==> src/rtl/dsp_result_capture.sv <==
// Result-side companion to a DSP48A1 slice: tracks issued operations through the
// slice latency with a valid/tag token pipe and captures each P/CARRYOUT into a credit-managed FIFO.
module dsp_result_capture #(
  parameter int A0REG      = 0,
  parameter int A1REG      = 1,
  parameter int B0REG      = 0,
  parameter int B1REG      = 1,
  parameter int MREG       = 1,
  parameter int PREG       = 1,
  parameter int TAG_W      = 4,
  parameter int FIFO_DEPTH = 4
) (
  input  logic             clk,
  input  logic             rst,
  input  logic             ce,
  input  logic             flush,
  input  logic             in_valid,
  output logic             in_ready,
  input  logic [TAG_W-1:0] in_tag,
  input  logic [47:0]      p_in,
  input  logic             carry_in,
  output logic             out_valid,
  input  logic             out_ready,
  output logic [47:0]      out_p,
  output logic             out_carry,
  output logic [TAG_W-1:0] out_tag,
  output logic [3:0]       inflight,
  output logic             ovf_err
);

  localparam int A_LAT = A0REG + A1REG;
  localparam int B_LAT = B0REG + B1REG;
  localparam int LAT   = ((A_LAT > B_LAT) ? A_LAT : B_LAT) + MREG + PREG;
  localparam int STG   = (LAT == 0) ? 1 : LAT;
  localparam int PTR_W = $clog2(FIFO_DEPTH);
  localparam int CNT_W = PTR_W + 1;
  localparam int SUM_W = CNT_W + 4;
  localparam int ENT_W = 48 + 1 + TAG_W;
  localparam logic [CNT_W-1:0] FULL_CNT = CNT_W'(FIFO_DEPTH);

  logic [STG-1:0]   tok_vld_q, tok_vld_d;
  logic [TAG_W-1:0] tok_tag_q [STG];
  logic [TAG_W-1:0] tok_tag_d [STG];
  logic [ENT_W-1:0] mem_q [FIFO_DEPTH];
  logic [PTR_W-1:0] wr_ptr_q, wr_ptr_d, rd_ptr_q, rd_ptr_d;
  logic [CNT_W-1:0] count_q, count_d;
  logic [ENT_W-1:0] head_q, head_d;
  logic [3:0]       inflight_q, inflight_d;
  logic             out_valid_q, out_valid_d;
  logic             in_ready_q, in_ready_d;
  logic             ovf_q, ovf_d;
  logic             issue_s, push_req_s, push_s, pop_s, full_s;
  logic [TAG_W-1:0] push_tag_s;
  logic [ENT_W-1:0] push_ent_s;
  logic [SUM_W-1:0] credit_sum_s;

  function automatic logic [3:0] count_tokens(input logic [STG-1:0] v);
    logic [3:0] n;
    n = 4'd0;
    for (int k = 0; k < STG; k++) begin
      n = n + {3'b000, v[k]};
    end
    return n;
  endfunction

  // Issue and push qualification; flush wins over both
  always_comb begin
    issue_s = in_valid & in_ready_q & ce & ~flush;
    if (LAT == 0) begin
      push_req_s = issue_s;
      push_tag_s = in_tag;
    end else begin
      push_req_s = tok_vld_q[STG-1] & ce & ~flush;
      push_tag_s = tok_tag_q[STG-1];
    end
    push_ent_s = {p_in, carry_in, push_tag_s};
    pop_s      = out_valid_q & out_ready;
    full_s     = (count_q == FULL_CNT);
    push_s     = push_req_s & (~full_s | pop_s);
    ovf_d      = ovf_q | (push_req_s & full_s & ~pop_s);
  end

  // Token pipe next state: advances only with ce, cleared by flush
  always_comb begin
    tok_vld_d = tok_vld_q;
    for (int k = 0; k < STG; k++) begin
      tok_tag_d[k] = tok_tag_q[k];
    end
    if (LAT == 0) begin
      tok_vld_d = {STG{1'b0}};
    end else if (flush) begin
      tok_vld_d = {STG{1'b0}};
    end else if (ce) begin
      tok_vld_d[0] = issue_s;
      tok_tag_d[0] = in_tag;
      for (int k = 1; k < STG; k++) begin
        tok_vld_d[k] = tok_vld_q[k-1];
        tok_tag_d[k] = tok_tag_q[k-1];
      end
    end else begin
      tok_vld_d = tok_vld_q;
    end
    inflight_d = count_tokens(tok_vld_d);
  end

  // FIFO pointer/count next state and the registered head view
  always_comb begin
    wr_ptr_d = push_s ? (wr_ptr_q + PTR_W'(1)) : wr_ptr_q;
    rd_ptr_d = pop_s  ? (rd_ptr_q + PTR_W'(1)) : rd_ptr_q;
    case ({push_s, pop_s})
      2'b10:   count_d = count_q + CNT_W'(1);
      2'b01:   count_d = count_q - CNT_W'(1);
      default: count_d = count_q;
    endcase
    // A push into an otherwise-empty FIFO becomes the head directly
    if (count_d == {CNT_W{1'b0}}) begin
      head_d = head_q;
    end else if (push_s && (wr_ptr_q == rd_ptr_d)) begin
      head_d = push_ent_s;
    end else begin
      head_d = mem_q[rd_ptr_d];
    end
    out_valid_d  = (count_d != {CNT_W{1'b0}});
    credit_sum_s = SUM_W'(count_d) + SUM_W'(inflight_d);
    in_ready_d   = (credit_sum_s < SUM_W'(FIFO_DEPTH));
  end

  // Token pipe registers
  always_ff @(posedge clk or posedge rst) begin
    if (rst) begin
      tok_vld_q <= {STG{1'b0}};
      for (int k = 0; k < STG; k++) begin
        tok_tag_q[k] <= {TAG_W{1'b0}};
      end
    end else begin
      tok_vld_q <= tok_vld_d;
      for (int k = 0; k < STG; k++) begin
        tok_tag_q[k] <= tok_tag_d[k];
      end
    end
  end

  // FIFO storage
  always_ff @(posedge clk or posedge rst) begin
    if (rst) begin
      for (int k = 0; k < FIFO_DEPTH; k++) begin
        mem_q[k] <= {ENT_W{1'b0}};
      end
    end else if (push_s) begin
      mem_q[wr_ptr_q] <= push_ent_s;
    end
  end

  // Control and output registers
  always_ff @(posedge clk or posedge rst) begin
    if (rst) begin
      wr_ptr_q    <= {PTR_W{1'b0}};
      rd_ptr_q    <= {PTR_W{1'b0}};
      count_q     <= {CNT_W{1'b0}};
      head_q      <= {ENT_W{1'b0}};
      inflight_q  <= 4'd0;
      out_valid_q <= 1'b0;
      in_ready_q  <= 1'b1;
      ovf_q       <= 1'b0;
    end else begin
      wr_ptr_q    <= wr_ptr_d;
      rd_ptr_q    <= rd_ptr_d;
      count_q     <= count_d;
      head_q      <= head_d;
      inflight_q  <= inflight_d;
      out_valid_q <= out_valid_d;
      in_ready_q  <= in_ready_d;
      ovf_q       <= ovf_d;
    end
  end

  assign in_ready  = in_ready_q;
  assign out_valid = out_valid_q;
  assign out_p     = head_q[ENT_W-1:TAG_W+1];
  assign out_carry = head_q[TAG_W];
  assign out_tag   = head_q[TAG_W-1:0];
  assign inflight  = inflight_q;
  assign ovf_err   = ovf_q;

endmodule

==> config.mk <==
export PLATFORM = sky130hd
export DESIGN_NAME = dsp_result_capture
export DESIGN_NICKNAME = d
export VERILOG_FILES = /design/src/rtl/dsp_result_capture.sv
export SDC_FILE = /design/constraint.sdc
export NUM_CORES = 1
export LEC_CHECK = 0
export ABC_AREA = 1
export BUFFER_PORTS_ARGS = -buffer_cell sky130_fd_sc_hd__clkbuf_2
export CAP_MARGIN = 20
export CELL_PAD_IN_SITES_DETAIL_PLACEMENT = 0
export CELL_PAD_IN_SITES_GLOBAL_PLACEMENT = 1
export CORE_UTILIZATION = 40
export DETAILED_ROUTE_END_ITERATION = 8
export PLACE_DENSITY_LB_ADDON = 0.12
export REMOVE_ABC_BUFFERS = 1
export SYNTH_ARGS = -nofsm -noshare
export SYNTH_HDL_FRONTEND = slang
export SYNTH_SLANG_ARGS = --single-unit
==> constraint.sdc <==
create_clock -name clk -period 14.8 [get_ports clk]
set_input_delay 1.48 -clock clk [delete_from_list [all_inputs] [get_ports clk]]
set_output_delay 1.48 -clock clk [all_outputs]
set_load 0.01 [all_outputs]
==> results of run 1 <==
## kinds of logic (layout without fill, tap and decap cells)
logic type	after synthesis	in the layout
buffers and inverters	251	327
AND/OR/NAND/NOR	1030	1030
flip-flops	292	292
other	1	2
AO/OA/AOI/OAI	221	221
adder cells (fa/ha/maj)	7	7
XOR/XNOR	1	1
## cell type report
| type | count | area share, % |
|---|---|---|
| sequential | 292 | 45.5 |
| tap | 455 | 3.54 |
| timing repair buffer | 134 | 4.90 |
| inverter | 129 | 3.06 |
| clock buffer | 52 | 6.67 |
| multi-input combinational | 1261 | 35.5 |
| clock inverter | 12 | 0.856 |
## power by group through the flow
| stage | logic (W) | registers (W) | clock network (W) |
|---|---|---|---|
| 2_1_floorplan | 0.000515 | 0.00102 | 0 |
| 6_report | 0.000911 | 0.000984 | 0.000893 |
| 3_5_place_dp | 0.000921 | 0.000998 | 0 |
| 5_1_grt | 0.00102 | 0.000999 | 0.000948 |
| 4_1_cts | 0.000924 | 0.000984 | 0.000917 |
| 3_3_place_gp | 0.000913 | 0.000994 | 0 |
## worst reg2reg max path, stage by stage (launching register included)
cell and delay [ns]:
dfrtp_1 0.46, nand3_4 0.47, buf_4 0.80, nand2_4 0.28, nand2_1 0.14, nand2_2 0.09
nor2_8 0.76, nand2_4 0.64, nand2_1 0.22, nand2_1 0.06, nand2_1 0.06, nand2_1 0.07
## sequential cells by signal, indices dropped and copies added, names as in the netlist, 2 cells and up
| name | flops |
|---|---|
| wr_ptr_q | 2 |
| tok_tag_q | 8 |
| mem_q | 212 |
| push_tag_s | 4 |
| rd_ptr_q | 2 |
| count_q | 3 |
| inflight | 2 |
| tok_vld_q | 3 |
| head_q | 53 |
## cells in the final DEF (no fill, tap or decap)
master / instances
bufinv_16: 3
nor2_1: 2
inv_1: 122
clkbuf_1: 6
clkinvlp_4: 1
nand3_4: 1
o22ai_1: 2
buf_16: 3
o21ai_0: 206
clkinv_2: 8
dfstp_2: 1
nor2_2: 1
or2_2: 1
buf_12: 1
nand4_1: 2
nand3b_1: 53
clkbuf_8: 9
clkinv_1: 1
o21ai_1: 12
clkbuf_2: 116
nand2_1: 731
and3_1: 1
xor2_1: 1
buf_4: 14
nor2_8: 2
inv_8: 1
ha_1: 5
conb_1: 2
nand3_1: 220
nand2_4: 7
nand2_2: 9
o21bai_1: 1
fa_1: 2
dfrtp_1: 291
inv_2: 5
clkbuf_16: 37
## cell usage after synthesis
cell | n | share of area [%]
nand2_4 | 2 | 0.16
clkinv_1 | 1 | 0.027
and3_1 | 1 | 0.044
o22ai_1 | 2 | 0.089
o21ai_0 | 206 | 7.3
nand2_2 | 12 | 0.53
inv_1 | 123 | 3.3
fa_1 | 2 | 0.28
nand3b_1 | 53 | 2.8
nand2_1 | 733 | 20
inv_2 | 5 | 0.13
o21bai_1 | 1 | 0.053
buf_2 | 45 | 1.6
nor2_8 | 2 | 0.28
buf_4 | 24 | 1.3
or2_2 | 1 | 0.044
conb_1 | 1 | 0.027
nand3_1 | 220 | 7.8
nand4_1 | 2 | 0.089
dfrtp_1 | 291 | 52
ha_1 | 5 | 0.44
nand3_2 | 1 | 0.071
dfstp_2 | 1 | 0.19
o21ai_1 | 12 | 0.43
buf_6 | 4 | 0.32
nor2_2 | 1 | 0.044
clkbuf_1 | 45 | 1.2
xor2_1 | 1 | 0.062
nor2_1 | 2 | 0.053
buf_1 | 4 | 0.11
## through the flow
stage | power, W | cell area, sq um | hold WS (ns) | std cells
after detailed placement | 0.00192 | 14800 | 0.458 | 2266
after CTS | 0.00282 | 16000 | 0.473 | 2330
after global routing | 0.00297 | 16100 | 0.488 | 2335
final | 0.00279 | 16100 | 0.469 | 2335
after floorplan | 0.00154 | 13500 | 0.442 | 1682
after global placement | 0.00191 | 14800 | 0.453 | 2266
## worst min path at each step
| stage | cells past startpoint | slack [ns] | to |
|---|---|---|---|
| detailed placement | 2 | 0.46 | tok_tag_q[10] |
| global route | 2 | 0.49 | tok_tag_q[8] |
| CTS | 2 | 0.47 | tok_tag_q[10] |
| global placement | 2 | 0.45 | tok_tag_q[9] |
| finish | 2 | 0.47 | tok_tag_q[8] |
| floorplan | 2 | 0.44 | tok_tag_q[10] |
## routing by layer
layer	GRT usage, %	up-vias
li1	-	5832
met1	30.4	5526
met2	35.7	222
met3	2.82	42
met4	4.84	0
met5	0	-
==> out/metrics.yaml, run 1 <==
run_status: "complete, no violations"
vias_per_cell: 4.98
worst-endpoint-required_ns: 15.18
grt-ovfl-total: 0
synth-simple-area-share_pct: 31.5
synth_top_family_by_area: "simple AND/OR/NAND/NOR gates"
cp_cell_sequence: "clkbuf_2 > nand3_4 > buf_4 > nand2_4 > nand2_1 > nand2_2 > nor2_8 > nand2_4 > nand2_1 > nand2_1 > nand2_1 > nand2_1"
cp_max_fo: 69
cts_max_path_buffers: 3
hold_viol: 0
port_buffers: 116
yosysSeqAreaShare_pct: 51.9
path_buf_inv: 2
syn2layout_area_growth_pct: 14.1
postCtsHoldBufs: 0
setup_viol: 0
coreArea_sq_um: 34600
synth_xor_area_share_pct: 0.0622
pwr-share-clk_pct: 32.0
drc: 0
die_h_um: 190
synth_compound_area_share_pct: 7.89
drt-initial-drc-count: 775
cap_violations: 0
yosys_warnings: 0
muxShareOfSynthArea_pct: 0
final_util_pct: 46.4
criticalPathCategory: "input pin to register"
critPathLaunch: "out_ready"
diodes: 0
io_pins: 119
gp_congestion: 0.732
power.internal_w: 0.00172
power_density_nw_per_um2: 173
num-fill-cells: 3555
arrival_ns: 5.21
vias: 11622
r2r_end: "head_q[18]"
cts_resized: 0
met2_length_um: 17400
switching_share_pct: 38.3
ys_types: 30
syn_inst: 1803
critical_path.endpoint_type: "register"
htree_levels: 2
routed_wl_um: 37500
relSlewSlack_pct: 33.1
antenna_found_initial: 0
ir_drop_mv: 0.171
first_global_vias: 11531
rsz0062_at_grt: "false"
finalClockSkew_ns: 0.0186
hp-class: "register to register"
multi_input_area_sq_um: 5700
wl_met3_um: 1610
numCtsBuffers: 36
p_sw_w: 0.00107
clkLatencyLatePin_ns: 0.51
place_ws_ns: 9.39
syn_area_sq_um: 14100
clockRootBuffer: "clkbuf_16"
die_width_um: 190
cts_setup_buffers: 0
post-route-min-period_ns: 4.83
max_stage_delay_ns: 0.80
detail-route-antenna-nets: 0
cpMaxStageDelayCell: "buf_4"
dp_hpwl_um: 19200
register_area_sq_um: 7310
comb_power_share_pct: 32.7
wl_met1_um: 18000
clkTransAtPathRegs_ns: 0.06
die-area_sq_um: 36000
crit_top_cell: "nand2_1"
worst_pin_slew_ns: 1.00
drt_first_pass_iters: 5
finalSetupTns_ns: 0
cts.sinks: 292
r2r_start: "out_valid"
drive_above_1_share_pct: 11.7
synth_fa_ha_area_share_pct: 0.728
ff2ff_setup_slack_ns: 10.60
seq_power_share_pct: 35.3
fmax_mhz: 207
cp_num_cells: 12
grt_max_degree: 112
rows: 68
period_share_pct: 32.7
syn_avg_cell_area_sq_um: 7.81
cp-start-kind: "input pin"
grt_usage_pct: 21.7
rr_worst_depth: 11
min_from: "tok_tag_q[8]"
top_layer: "met4"
wl_per_cell_um: 16.1
synth-seq-cells: 292
nNetsFinal: 1920
p_leak_nw: 8.56
setup.worst_path.end: "head_q[18]"
maxSlewViolCount: 0
initial_core_util_pct: 40.7
grt_pass1_wl_um: 62400
cts_tree: "built"
fin_ws_ns: 9.97
crit_family: "simple AND/OR/NAND/NOR gates"
(Power assumes the default switching activity.)
==> inputs of run 2 (changes only) <==
==> constraint.sdc (replaced) <==
create_clock -name clk -period 4.5 [get_ports clk]
set_input_delay 0.45 -clock clk [delete_from_list [all_inputs] [get_ports clk]]
set_output_delay 0.45 -clock clk [all_outputs]
set_load 0.01 [all_outputs]
==> run 2 against run 1 <==
Net effect: cell count unchanged; non-clock buffer count increased by 3; clock power increased to 3.2 times the previous value; critical endpoint is now head_q[40]; power increased to 3.3 times the previous value; worst setup slack got worse by 8.6 ns; sequential cell count unchanged; die area unchanged; combinational power increased to 3.4 times the previous value; register-to-register slack got worse by 9.2 ns.
==> out/metrics.yaml, run 2 (synthesis gave the netlist of run 1 again) <==
fin_ws_ns: 1.37
grt_use_met1_pct: 31.5
criticalPathCategory: "register to register"
period_share_pct: 69.6
regMostFlops: "mem_q"
clkTransAtPathRegs_ns: 0.06
register_area_sq_um: 7310
largest_reg_flops: 212
arrival_ns: 3.52
clkLatencyLatePin_ns: 0.51
setup_viol: 0
final_cell_mix: "731 x nand2_1, 291 x dfrtp_1, 220 x nand3_1"
final_util_pct: 46.4
cts_max_path_buffers: 3
min_from: "in_tag[0]"
rsz0062_at_grt: "false"
drive_above_1_share_pct: 11.4
gp_congestion: 0.748
port_buffers: 116
worst-endpoint-required_ns: 4.89
nNetsFinal: 1922
rows: 68
critical_path.endpoint_type: "register"
vias_per_cell: 5.00
whs_ns: 0.140
maxSlewViolCount: 0
io_pins: 119
grt_usage_pct: 22.1
diodes: 0
p_leak_nw: 8.55
place_ws_ns: 1.22
first_global_vias: 11470
critPathLaunch: "out_valid"
clockRootBuffer: "clkbuf_16"
coreArea_sq_um: 34600
top_usage_layer: "met2"
finalClockSkew_ns: 0.00932
grt-ovfl-total: 0
r2r_start: "out_valid"
cts_setup_buffers: 0
vias: 11672
multi_input_area_sq_um: 5700
die-area_sq_um: 36000
wl_per_cell_um: 16.4
drc: 0
ir_drop_mv: 0.531
htree_levels: 2
postCtsHoldBufs: 0
detail-route-antenna-nets: 0
relSlewSlack_pct: 40.2
final_common_cell: "nand2_1"
worst_pin_slew_ns: 0.897
num-fill-cells: 3533
hold_viol: 0
cp_max_fo: 53
cts_tree: "built"
syn2layout_area_growth_pct: 14.0
dp_hpwl_um: 20500
routed_wl_um: 38300
grt_pass1_wl_um: 63100
die_width_um: 190
die_h_um: 190
run_status: "complete, no violations"
drt_first_pass_iters: 5
fmax_mhz: 319
top_regs: "mem_q (212), head_q (53), tok_tag_q (8)"
met3_usage_pct: 2.90
cap_violations: 0
cp-start-kind: "register"
drt-initial-drc-count: 795
antenna_found_initial: 1
initial_core_util_pct: 40.7
cts.sinks: 292
numCtsBuffers: 35
cts_resized: 0
grt_max_degree: 124
hp-class: "input pin to register"
power_density_nw_per_um2: 570
met2_usage_pct: 35.7
post-route-min-period_ns: 3.13
run 2: cell types whose count changed in the layout (fill, tap and decap cells not counted), sizes merged:
cell	previous run	this run
buf	18	21
clkbuf	168	169
clkinv	9	6
clkinvlp	1	0
run 2: worst max-delay path, cell delays in order (launching register included):
cell and delay, ns:
dfrtp_1 0.45, nand3_4 0.13, buf_4 0.56, nand2_4 0.31, nand2_1 0.16, nand2_2 0.09
nor2_8 0.35, nand2_4 0.53, nand2_1 0.21, nand2_1 0.06, nand2_1 0.06, nand2_1 0.06
run 2: report_power, final:
part           switching [W]  leakage, nW  internal [W]  total (W)
Combinational        0.00222         3.99      0.000848    0.00306
Clock                0.00110        0.567       0.00176    0.00286
Sequential          0.000229         3.99       0.00301    0.00324
Total                0.00354         8.55       0.00561    0.00916
run 2: layout make-up:
class                           count  area share, %
Sequential cell                   292           45.5
Multi-Input combinational cell   1261           35.5
Clock buffer                       53           6.45
Timing Repair Buffer              137           5.23
Tap cell                          455           3.54
Inverter                          129           3.06
Clock inverter                      8          0.717
run 2: final timing paths:
check                                 to  slack (ns)  cells past startpoint
max reg2reg                   head_q[40]        1.37                     11
max                           head_q[40]        1.37                     11
max in group asynchronous      head_q[7]        3.36                      3
min reg2reg                tok_tag_q[10]        0.47                      2
min                         tok_tag_q[8]        0.14                      3
min in group asynchronous      head_q[8]        0.15                      2
run 2: stage by stage:
step | setup TNS [ns] | cells | total power [W] | instance area, sq um
4_1_cts | 0 | 2333 | 0.00929 | 16000
6_report | 0 | 2335 | 0.00916 | 16100
2_1_floorplan | -1168.84 | 1682 | 0.00505 | 13500
5_1_grt | 0 | 2335 | 0.00975 | 16100
3_3_place_gp | 0 | 2271 | 0.00638 | 14800
3_5_place_dp | 0 | 2272 | 0.00640 | 14900
run 2: routing by layer:
layer	up-vias	share of wire, %
li1	5824	-
met2	236	45
met4	0	1.6
met5	-	0
met1	5563	49
met3	49	4.2
